File: src/rtl/uart8_receiver.sv
// uart8_receiver: 8N1 UART receiver running on an oversampling clock.
// The rx line is synchronized and the start edge is detected in IDLE.
// Each bit is then sampled at its centre, LSB first. The received byte is
// published on out together with a one-clock done pulse. A low stop bit
// flags a framing error, and the receiver then waits for the line to go high.
module uart8_receiver #(
    parameter int SAMPLES_PER_BIT = 16
) (
    input  logic       clk,
    input  logic       rst,
    input  logic       en,
    input  logic       in,
    output logic [7:0] out,
    output logic       busy,
    output logic       done,
    output logic       err
);

    localparam int                CNT_W     = $clog2(SAMPLES_PER_BIT);
    localparam logic [CNT_W-1:0]  HALF_LAST = CNT_W'(SAMPLES_PER_BIT / 2 - 1);
    localparam logic [CNT_W-1:0]  FULL_LAST = CNT_W'(SAMPLES_PER_BIT - 1);
    localparam logic [CNT_W-1:0]  CNT_ONE   = CNT_W'(1);

    typedef enum logic [2:0] {
        RESET     = 3'd0,
        IDLE      = 3'd1,
        START_BIT = 3'd2,
        DATA_BITS = 3'd3,
        STOP_BIT  = 3'd4,
        WAIT_IDLE = 3'd5
    } state_t;

    state_t           state_q, state_d;
    logic [CNT_W-1:0] cnt_q, cnt_d;
    logic [2:0]       idx_q, idx_d;
    logic [7:0]       shift_q, shift_d;
    logic [7:0]       out_q, out_d;
    logic             busy_q, busy_d;
    logic             done_q, done_d;
    logic             err_q, err_d;
    logic             rx_meta, rx_s;

    // Two-flop synchronizer for the asynchronous rx line; idles high out of reset.
    // NOTE: sequential state uses non-blocking assignments so every flop samples pre-edge values.
    always_ff @(posedge clk) begin
        if (rst) begin
            rx_meta <= 1'b1;
            rx_s    <= 1'b1;
        end else begin
            rx_meta <= in;
            rx_s    <= rx_meta;
        end
    end

    // Control and output register bank; reset has priority over everything.
    always_ff @(posedge clk) begin
        if (rst) begin
            state_q <= RESET;
            cnt_q   <= '0;
            idx_q   <= '0;
            out_q   <= 8'h00;
            busy_q  <= 1'b0;
            done_q  <= 1'b0;
            err_q   <= 1'b0;
        end else begin
            state_q <= state_d;
            cnt_q   <= cnt_d;
            idx_q   <= idx_d;
            out_q   <= out_d;
            busy_q  <= busy_d;
            done_q  <= done_d;
            err_q   <= err_d;
        end
    end

    // Data shift register; contents only reach out through a completed frame.
    // NOTE: no reset here on purpose -- a stale byte is always fully overwritten before use.
    always_ff @(posedge clk) begin
        shift_q <= shift_d;
    end

    // Next-state and datapath logic for the receive FSM.
    always_comb begin
        // NOTE: every variable gets a default first so no path can infer a latch.
        state_d = state_q;
        cnt_d   = cnt_q;
        idx_d   = idx_q;
        shift_d = shift_q;
        out_d   = out_q;
        busy_d  = busy_q;
        done_d  = 1'b0;
        err_d   = err_q;

        if (!en) begin
            // Dropping enable discards any frame in flight without a done pulse.
            state_d = RESET;
            cnt_d   = '0;
            idx_d   = '0;
            busy_d  = 1'b0;
            err_d   = 1'b0;
        end else begin
            case (state_q)
                RESET: begin
                    cnt_d   = '0;
                    idx_d   = '0;
                    busy_d  = 1'b0;
                    err_d   = 1'b0;
                    state_d = IDLE;
                end
                IDLE: begin
                    if (!rx_s) begin
                        state_d = START_BIT;
                        cnt_d   = '0;
                        busy_d  = 1'b1;
                    end
                end
                START_BIT: begin
                    if (cnt_q == HALF_LAST) begin
                        cnt_d = '0;
                        if (rx_s) begin
                            // Line went back high before mid-bit: glitch, not a start.
                            state_d = IDLE;
                            busy_d  = 1'b0;
                        end else begin
                            state_d = DATA_BITS;
                        end
                    end else begin
                        cnt_d = cnt_q + CNT_ONE;
                    end
                end
                DATA_BITS: begin
                    if (cnt_q == FULL_LAST) begin
                        cnt_d   = '0;
                        shift_d = {rx_s, shift_q[7:1]};
                        idx_d   = idx_q + 3'd1;
                        if (idx_q == 3'd7) begin
                            state_d = STOP_BIT;
                        end
                    end else begin
                        cnt_d = cnt_q + CNT_ONE;
                    end
                end
                STOP_BIT: begin
                    if (cnt_q == FULL_LAST) begin
                        cnt_d   = '0;
                        out_d   = shift_q;
                        done_d  = 1'b1;
                        err_d   = !rx_s;
                        busy_d  = 1'b0;
                        state_d = rx_s ? IDLE : WAIT_IDLE;
                    end else begin
                        cnt_d = cnt_q + CNT_ONE;
                    end
                end
                WAIT_IDLE: begin
                    // A held-low (break) line must return high before a new frame.
                    if (rx_s) begin
                        state_d = IDLE;
                    end
                end
                default: begin
                    state_d = RESET;
                end
            endcase
        end
    end

    assign out  = out_q;
    assign busy = busy_q;
    assign done = done_q;
    assign err  = err_q;

endmodule

File: config.mk
export PLATFORM = sky130hd
export DESIGN_NAME = uart8_receiver
export DESIGN_NICKNAME = d
export VERILOG_FILES = /design/src/rtl/uart8_receiver.sv
export SDC_FILE = /design/constraint.sdc
export NUM_CORES = 1
export LEC_CHECK = 0
export ABC_AREA = 0
export CAP_MARGIN = 20
export CORE_ASPECT_RATIO = 1.2
export CORE_UTILIZATION = 54
export CTS_BUF_LIST = sky130_fd_sc_hd__clkbuf_16
export CTS_CLUSTER_SIZE = 30
export DETAILED_ROUTE_END_ITERATION = 16
export PLACE_DENSITY = 0.89
export SLEW_MARGIN = 0
export SYNTH_ARGS = -nofsm -noshare
export SYNTH_HDL_FRONTEND = slang
export SYNTH_SLANG_ARGS = --single-unit
File: constraint.sdc
create_clock -name clk -period 1.9 [get_ports clk]
set_input_delay 0.19 -clock clk [delete_from_list [all_inputs] [get_ports clk]]
set_output_delay 0.19 -clock clk [all_outputs]
set_load 0.02 [all_outputs]
After elaboration in Yosys (flattened, before gate mapping) --
Index checks and enable logic that the tools add are counted.
Word-level totals: register bits 31, input bits 4, output and inout port bits 11, logic and storage cells 68
Cells by class: add/sub/neg operators 2, equal/unequal tests 15, muxes and demuxes 23, bitwise logic cells 2, reductions and logical operators 16
Operator list (number):
- 3-bit 2-to-1 mux | 8
- 3-bit one-hot mux with 6 select lines | 1
- 4-bit one-hot mux with 4 select lines | 1
- 2-bit inequality test, second input constant | 7
- 4-bit 2-to-1 mux | 3
- 3-bit equality test, second input constant | 3
- 4-bit nonzero test | 2
- 3-bit by 2-bit equality test with 1-bit output, second input constant | 2
- 1-bit 2-to-1 mux | 6
- 3-bit one-hot mux with 2 select lines | 1
- 2-bit AND reduction | 3
- 3-bit AND reduction | 2
- 6-bit AND reduction | 1
- 5-bit AND reduction | 1
- 4-bit by 1-bit adder with 4-bit output, second input constant | 1
- 4-bit by 3-bit equality test with 1-bit output, second input constant | 1
- 4-bit equality test, second input constant | 1
- 1-bit one-hot mux with 4 select lines | 1
- 2-bit nonzero test | 2
- 2-bit OR reduction | 2
- 3-bit by 1-bit adder with 3-bit output, second input constant | 1
- 3-bit by 1-bit equality test with 1-bit output, second input constant | 1
- 3-bit zero test | 1
- 3-bit OR reduction | 1
- 4 further kinds | 5

Logic depth before layout (Yosys ltp) --
Gate-level depths: netlist of the first run.
depth in word-level cells 4, mapped depth 7, mapped depth without buffers 6

Worst setup path before layout of the first run --
OpenSTA, ideal clock, no wires.
kind reg-to-reg, start register cnt_q[0], end register out_q[0], in the netlist out[0], library setup time 0.126 ns, arrival 1.399 ns, required time 1.774 ns, setup slack 0.374 ns, stages on the path, launching flop included 8, path buffers 2, clock period less this slack 1.526 ns, path through dfxtp_1 ha_1 and3_1 buf_2 and4_1 buf_4 mux2i_1 nor2_1
On the way: cells in the longest elaborated chain, start to end 2
RTL lines:
- from (decl) | RTL line 34 | logic [CNT_W-1:0] cnt_q, cnt_d;
- from (signal assigned) | RTL line 67 | cnt_q <= cnt_d;
- 4-bit equality test | RTL line 144 | if (cnt_q == FULL_LAST) begin
- 3-bit AND reduction (no line)
- to (signal assigned) | RTL line 69 | out_q <= out_d;
- to (decl) | RTL line 37 | logic [7:0] out_q, out_d;
No other way between the ends. A chain may end at the register's enable or synchronous reset.

Worst setup path after layout of the first run --
start register state_q[2], end register state_q[1]
On the way: cells in the longest elaborated chain, start to end 3, elaborated cells on any way between the ends 14, classes of those cells eq/ne: 11; mux: 1; reduce/logical: 2
RTL lines:
- from (decl) | RTL line 33 | state_t state_q, state_d;
- from (signal assigned) | RTL line 66 | state_q <= state_d;
- 3-bit by 2-bit equality test with 1-bit output, or another cell as far along | RTL line 102 | case (state_q)
- 2-bit inequality test (no line)
- 6-bit AND reduction (no line)
Several ways; a longest one is shown, not always the timed one.

==> impl_results.md, run 1 <==
- Grt met1 use: 21.55%
- Leading cell types in the layout, fill and taps excluded: 23 x dfxtp_1, 14 x clkdlybuf4s50_1, 12 x nor2_1, 12 x a21oi_1, 9 x mux2i_1
- GR Util met3: 7.349%
- Die area: 2792 sq um
- Crit-path max FO: 14
- Setup CP Type: flip-flop to flip-flop
- CP endpoint kind: flip-flop
- Die Wd: 48.40 um
- Final net count: 159
- Top cell type's share of synthesized area: 33.00%
- Worst skew pair latency: 0.27 ns
- Slew @ Worst Pin: 0.4619 ns
- Detailed Route Iter0 Violations: 25
- Initial antenna violation count: 0
- CTS Buffer Depth: 2
- Final Instance Area: 1683 sq um
- Via-to-Cell Ratio: 5.799
- Cells along the critical path: and3b_2 > a32oi_1 > o311ai_0 > a31o_1
- H-tree Lvls: 2
- Num rows: 19
- Total grt overflow: 0
- Final worst-path cycle share: 94.26%
- Worst Path Required: 2.06 ns
- Hold path depth: 1
- Die Y: 57.68 um
- Synth area leaders: dfxtp_1 33%, edfxtp_1 17%, mux2i_1 6.5%
- Slowest CP cell: dfxtp_1
- Power per cell area: 864.6 nW/um^2
- CTS clock-pin slew for the worst setup and hold paths: 0.05 ns
- Worst EP arrival: 1.95 ns
- Worst Setup Start Kind: flip-flop
- Area of the mapped netlist: 1395 sq um
- R2R Setup Slk: 0.11 ns
- Synth Flop Type: dfxtp_1
- Status: finished clean
- Met2 usage: 41.05%
- Max-slew violation count: 0
- GP Congestion: 0.9372
- Core Area: 2377 sq um
- Buffer count from post-CTS setup fixing: 0
- Tot Pwr: 1.455 mW
- Mean post-synth cell area: 10.26 sq um
- Post-DRT Antenna Nets: 0
- Largest net degree at the start of global routing: 15
- Non-Filler Instances: 184
- Asr flop ratio synth: 0%
- Busiest metal layer after global routing: met2
- Setup crit start: state_q[2]
- Post-cts sizing count: 0
- Fmax: 558.4 MHz
- Boundary Pins: 15
- Syn-to-layout area delta: 20.63%
- CTS tree: built
- Yosys cell types: 46
- CTS sink cnt: 31
- Peak VDD IR: 0.6652 mV
- Reg-to-reg endpoint: state_q[1]
- Fillcell total: 182
- Worst min path class: flip-flop to flip-flop
- Fin util: 70.79%
- Tmin final: 1.791 ns
- Clock Root Buffer: clkbuf_16
- Synthesized flop and latch total: 31
- CP Depth: 4
- FF-to-FF Start: state_q[2]
- GRT Util Overall: 21.83%
- CP delay by family, top: compound AO/OA/AOI/OAI gates
- EDFF count, synth: 8
- Share of layout cells above drive strength 1: 10.46%
- Reg2reg path depth: 4
- Max-Cap Viols: 0
- Post-DR wirelength/cell: 14.63 um
- Slew margin rel.: 68.82%
- Post-Synthesis Cells: 136
- Hold Path Sink: rx_s
- Vias in the first global route: 1060
- HPWL after DPL: 1.849 mm
- Buffers on Ports: 14
- # diodes: 0
- Cell accounting for the most synthesized area: dfxtp_1
- CP max stage delay: 0.58 ns
- Setup violators final: 0
- Yosys warns: 0
- Leak: 0.6172 nW
- Sequential share of the synthesized area: 50.22%
- Placed insts: 176
- Total Neg Setup Slack: 0 ns
- Final wirelength: 2.692 mm
- Most common cell after layout, fill and taps aside: dfxtp_1
- Hold Fails Final Rpt: 0
- Clock Skew: 0.003292 ns
- WP buf/inv: 0
- Launch point of the worst hold path: rx_meta
- First-pass GRT wire length: 4.505 mm
- Unrepaired setup endpoints after global routing: no
- Syn Nets: 143
- First-pass iteration count of the detailed router: 4
- Starting density of the core: 58.68%
- Via count: 1067
- Post-Place Cell Area: 1545 sq um
- Post-cts hold buffer count: 0
- CTS Buf Count: 5
- # DRC: 0
registers in the layout, indices dropped and copies added (netlist names):
| signal | flops |
|---|---|
| out | 8 |
| rx_s | 1 |
| busy | 1 |
| idx_q | 3 |
| rx_meta | 1 |
| err | 1 |
| state_q | 3 |
| done | 1 |
| cnt_q | 4 |
| shift_q | 8 |
metal layers:
layer / wire, um / vias up
met4: 48 / 0
li1: - / 523
met3: 104 / 6
met2: 1432 / 30
met5: 0 / -
met1: 1107 / 508
how the worst max path moves through the flow:
stage | to | slack [ns]
after detailed placement | state_q[2] | 0.19
final | state_q[1] | 0.11
after global routing | out[0] | 0.03
after global placement | state_q[2] | 0.25
after floorplan | out[0] | 0.37
after CTS | state_q[2] | 0.15
kinds of logic (layout without fill, tap and decap cells):
kind of cell / after synthesis / after routing / synth area share [%]
and+or+nand+nor: 45 / 45 / 17.58
AOI/OAI and AO/OA: 33 / 33 / 16.23
DFF: 31 / 31 / 50.22
buffers and inverters: 12 / 29 / 4.753
muxes: 10 / 10 / 7.265
adders and majority gates: 3 / 3 / 2.691
xor gates and xnor gates: 2 / 2 / 1.256
metrics by stage:
stage	hold slack, ns	worst slack [ns]
after global placement	0.3984	0.2458
after detailed placement	0.4022	0.1862
after CTS	0.4214	0.1501
final	0.4162	0.1091
after floorplan	0.2616	0.3744
after global routing	0.4447	0.02961
Yosys cell counts, types with 2 or more instances:
cell,number
buf_6,2
edfxtp_1,8
o21ai_0,5
nor2_1,12
and3_1,3
a311oi_1,2
dfxtp_1,23
nor2b_1,2
a21oi_1,12
o211ai_1,2
buf_2,2
or2_2,2
mux2i_1,9
inv_1,4
nand3b_1,2
nand2b_1,3
or2b_1,2
clkbuf_1,3
nand2_1,7
ha_1,3
nor3_1,3
report_power, final:
part           internal, mW  total, mW  switching [mW]
combinational        0.0216     0.0508          0.0292
clock                 0.471      0.720           0.249
sequential            0.679      0.685         0.00537
total                  1.17       1.46           0.284
cell type report:
cell class	count	area (sq um)	area share, %
Clock buffer	5	125.1	7.435
Inverter	4	15.01	0.8922
Multi-Input combinational cell	93	628.1	37.32
Timing Repair Buffer	17	162.7	9.665
Sequential cell	31	700.7	41.64
Tap cell	31	38.79	2.305
Clock inverter	3	12.51	0.7435
worst reg2reg max path, stage by stage, from the launching register on:
cell and delay, ns:
dfxtp_1 0.58, and3b_2 0.31, a32oi_1 0.28, o311ai_0 0.25, a31o_1 0.26
Note: power is estimated with default switching activity, not from simulation.
==> run 2: changes to the inputs <==
Settings changed: CORE_UTILIZATION 54 to 49, PLACE_DENSITY 0.89 to 0.85.
Clock period 1.9 ns to 1.6 ns, I/O delays scaled along.
==> impl_results.md, run 2 (same netlist as run 1, synthesis figures left out) <==
- Status: finished clean
- Num rows: 20
- CTS Buf Count: 5
- Clock power frac: 49.9%
- Placed insts: 187
- CP max stage delay: 0.53 ns
- Fillcell total: 200
- Worst min path class: flip-flop to flip-flop
- H-tree Lvls: 2
- Post-DRT Antenna Nets: 0
- Buffers on Ports: 14
- NetSw: 355.3 uW
- P_int: 1.394 mW
- Post-DR wirelength/cell: 15.88 um
- GP Congestion: 0.8868
- Final wirelength: 3.096 mm
- Slowest CP cell: dfxtp_1
- Comb pwr share: 3.7%
- Sequential share of power: 46.4%
- First-pass iteration count of the detailed router: 4
- Largest net degree at the start of global routing: 13
- Vias in the first global route: 1119
- GRT Util Overall: 23.09%
- Peak VDD IR: 0.7954 mV
- Hold slack: 0.4159 ns
- Most common cell after layout, fill and taps aside: dfxtp_1
- Clock Skew: 0.006380 ns
- Net Sw Frac: 20.32%
- CTS sink cnt: 31
- Max-Cap Viols: 0
- # diodes: 0
- Worst Path Required: 1.76 ns
- Leading cell types in the layout, fill and taps excluded: 21 x dfxtp_1, 14 x clkdlybuf4s50_1, 12 x nor2_1, 12 x a21oi_1, 11 x buf_4
- Cells along the critical path: xnor2_1 > a311o_1 > and2_4 > a32o_1
- First-pass GRT wire length: 5.037 mm
- Slew @ Worst Pin: 0.3812 ns
- Die Wd: 50.71 um
- Tmin final: 1.550 ns
- Boundary Pins: 15
- Hold Fails Final Rpt: 0
- Slew margin rel.: 74.55%
- Crit-path max FO: 10
- Worst Setup Start Kind: flip-flop
- Core Area: 2628 sq um
- CTS tree: built
- Die area: 3065 sq um
- Setup violators final: 0
- Max-slew violation count: 0
- Die Y: 60.45 um
- HPWL after DPL: 2.145 mm
- Power per cell area: 972.2 nW/um^2
- CTS clock-pin slew for the worst setup and hold paths: 0.05 ns
- Non-Filler Instances: 195
- Final net count: 168
- Fmax: 645.0 MHz
- Setup CP Type: flip-flop to flip-flop
- Detailed Route Iter0 Violations: 28
- Via count: 1136
- CP endpoint kind: flip-flop
- Leak: 0.6625 nW
- Syn-to-layout area delta: 28.97%
- Via-to-Cell Ratio: 5.826
- Total grt overflow: 0
- Starting density of the core: 53.10%
- Final worst-path cycle share: 96.90%
- Initial antenna violation count: 0
- Share of layout cells above drive strength 1: 19.75%
- Worst EP arrival: 1.71 ns
- Post-cts hold buffer count: 0
- # DRC: 0
- Worst skew pair latency: 0.28 ns
- CTS Buffer Depth: 2
- Clock Root Buffer: clkbuf_16
[run 2: worst paths after layout]
| check | from | to | slack (ns) | depth (start not counted) |
|---|---|---|---|---|
| min | rx_meta | rx_s | 0.42 | 1 |
| max | state_q[1] | state_q[2] | 0.05 | 4 |
| max reg2reg | state_q[1] | state_q[2] | 0.05 | 4 |
| min reg2reg | rx_meta | rx_s | 0.42 | 1 |
[run 2: through the flow]
stage	area, sq um	power [mW]	utilization (%)	setup slack [ns]	setup TNS, ns
after global placement	1628	0.8867	61.95	0.04520	0
after global routing	1799	1.800	68.48	-0.01474	-0.02253
after detailed placement	1628	0.8892	61.95	-0.03767	-0.3374
after floorplan	1395	0.8633	-	0.07439	0
after CTS	1773	1.756	67.48	0.005292	0
final	1799	1.749	68.48	0.04964	0
[run 2: cell type report]
type	count	area [sq um]	share of cell area [%]
clock buffer	5	125.1	6.954
multi-input combinational	93	656.9	36.51
clock inverter	3	12.51	0.6954
sequential	31	705.7	39.22
timing repair buffer	26	242.7	13.49
inverter	4	15.01	0.8345
tap	33	41.29	2.295
[run 2: what timing repair did]
action | CTS | global route
resized for setup | 4 | 6
buffers inserted | 0 | 0
endpoints found under the setup margin | 17 | 18
pin swaps | 0 | 1
[run 2: layer usage]
metal / vias to the layer above / global-route usage, % / share of wire [%]
met2: 28 / 44.38 / 56
met1: 553 / 23.45 / 38
li1: 547 / - / -
met5: - / 0 / 0
met4: 0 / 11.11 / 2.0
met3: 8 / 5.514 / 3.3
[run 2: critical path, delay by kind of cell (launching register included)]
kind	cells	cell delay (ns)
AO/OA/AOI/OAI	2	0.59
AND/OR/NAND/NOR	1	0.16
flip-flops	1	0.53
XOR/XNOR	1	0.15
[run 2: power groups by stage]
stage | registers, mW | clock network [mW] | logic [mW]
5_1_grt | 0.811 | 0.918 | 0.0712
3_5_place_dp | 0.827 | 0 | 0.0620
6_report | 0.811 | 0.873 | 0.0655
4_1_cts | 0.812 | 0.881 | 0.0634
2_1_floorplan | 0.825 | 0 | 0.0385
3_3_place_gp | 0.827 | 0 | 0.0596
==> run 3: changes to the inputs <==
Settings changed: CORE_MARGIN set to 5.
Clock period 1.6 ns to 1.4 ns, I/O delays scaled along.
==> impl_results.md, run 3 (same netlist as run 1, synthesis figures left out) <==
- Detailed Route Iter0 Violations: 45
- Fmax: 674.8 MHz
- CTS Buf Count: 5
- Crit-path max FO: 7
- Buffers on Ports: 14
- Setup violators final: 20
- Most common cell after layout, fill and taps aside: buf_4
- Setup CP Type: flip-flop to flip-flop
- Total grt overflow: 0
- Max-slew violation count: 0
- Via-to-Cell Ratio: 5.680
- Unrepaired setup endpoints after global routing: yes
- Vias in the first global route: 1305
- GP Congestion: 0.8167
- H-tree Lvls: 2
- Initial antenna violation count: 0
- Clock Root Buffer: clkbuf_16
- Setup Slack @ Placement: -0.1470 ns
- Tmin final: 1.482 ns
- Core Area: 2759 sq um
- Via count: 1261
- Hold Fails Final Rpt: 0
- CP endpoint kind: flip-flop
- Die Wd: 58.71 um
- Boundary Pins: 15
- Peak VDD IR: 0.8995 mV
- Fillcell total: 183
- CP max stage delay: 0.41 ns
- Tot Pwr: 2.011 mW
- FF-to-FF Start: state_q[2]
- Post-DR wirelength/cell: 16.69 um
- Reg2reg path depth: 4
- CTS sink cnt: 31
- Largest net degree at the start of global routing: 13
- Hold slack: 0.4333 ns
- Failing checks: negative setup slack
- Die area: 4019 sq um
- Worst Setup Start Kind: flip-flop
- Status: complete, but fails checks
- Worst EP arrival: 1.65 ns
- Worst min path class: flip-flop to flip-flop
- Worst Path Required: 1.56 ns
- Clock Skew: 0.004680 ns
- Slew @ Worst Pin: 0.3641 ns
- CTS tree: built
- Fin worst setup slack: -0.08194 ns
- Leak: 0.8430 nW
- Hold path depth: 1
- Final wirelength: 3.705 mm
- Share of layout cells above drive strength 1: 39.36%
- Power per cell area: 962.5 nW/um^2
- Leading cell types in the layout, fill and taps excluded: 34 x buf_4, 15 x dfxtp_1, 12 x nor2_1
- HPWL after DPL: 2.548 mm
- Multi-input logic area: 728.2 sq um
- Slowest CP cell: a311o_1
- Final worst-path cycle share: 105.9%
- Cells along the critical path: or2b_1 > a311o_1 > and2_4 > a32o_1
- Worst skew pair latency: 0.27 ns
- Placed insts: 208
- Syn-to-layout area delta: 49.78%
- # DRC: 0
- Die Y: 68.45 um
- Num rows: 21
- # diodes: 0
- Slew margin rel.: 75.54%
- Non-Filler Instances: 222
- Post-Place Cell Area: 1797 sq um
- Max-Cap Viols: 0
- Final net count: 194
- CTS clock-pin slew for the worst setup and hold paths: 0.05 ns
- CTS Buffer Depth: 2
- First-pass iteration count of the detailed router: 6
- R2R Setup Slk: -0.08 ns
- Final Instance Area: 2090 sq um
- First-pass GRT wire length: 5.816 mm
- Hold Path Sink: rx_s
- Register Area: 713.2 sq um
- Post-DRT Antenna Nets: 0
- Reg-to-reg endpoint: state_q[2]
- GRT Util Overall: 19.64%
- Starting density of the core: 50.57%
- Launch point of the worst hold path: rx_meta
## run 3: cell types whose count changed in the layout (fill, tap and decap cells not counted), moves of 2 or more
cell and delta:
buf_4 +23, dfxtp_1 -6, dfxtp_2 +6, a21oi_1 -4, a21oi_2 +4, buf_6 +3
clkdlybuf4s50_1 -3, dlymetal6s2s_1 +2, ha_1 -2, ha_4 +2, mux2i_1 -2
## run 3: metrics by stage
step | util (%) | setup TNS, ns
global placement | 65.12 | -0.5140
global route | 75.74 | -1.556
floorplan | - | -0.1210
finish | 75.74 | -0.5283
CTS | 72.47 | -0.5284
detailed placement | 65.12 | -1.114
## run 3: report_power, final
group / internal, mW / switching (mW) / leakage, nW
Clock: 0.639 / 0.345 / 0.0724
Sequential: 0.920 / 0.00707 / 0.262
Combinational: 0.0498 / 0.0505 / 0.509
Total: 1.61 / 0.402 / 0.843
## run 3: repair_timing
item / CTS / global route
setup buffers: 2 / 4
hold buffers: 0 / 0
endpoints found under the setup margin: 18 / 27
hold endpoints to repair: 0 / 0
gates resized for setup: 16 / 15
pin swaps: 5 / 11
## run 3: metal layers
layer / global-route usage (%) / share of wire (%)
met1: 18.57 / 37
met2: 37.71 / 55
met3: 5.094 / 5.2
met4: 11.33 / 3.2
met5: 0 / 0
## run 3: how the worst max path moves through the flow
stage | cells past startpoint | to | start | slack, ns
after floorplan | 7 | out[1] | cnt_q[0] | -0.02
after global placement | 4 | state_q[2] | state_q[1] | -0.08
after detailed placement | 6 | state_q[1] | idx_q[0] | -0.15
after CTS | 4 | state_q[2] | state_q[2] | -0.07
after global routing | 4 | state_q[2] | state_q[2] | -0.12
final | 4 | state_q[2] | state_q[2] | -0.08
## run 3: final cells by class
type	instances	area share [%]
tap	34	2.036
inverter	4	0.7186
timing repair buffer	52	21.68
clock inverter	3	0.5988
clock buffer	5	5.988
sequential	31	34.13
multi-input combinational	93	34.85
## run 3: worst max-delay path: cells and delay by family (launching register included)
| kind | cells | cell delay, ns |
|---|---|---|
| and+or+nand+nor | 2 | 0.41 |
| DFF | 1 | 0.36 |
| AOI/OAI and AO/OA | 2 | 0.61 |
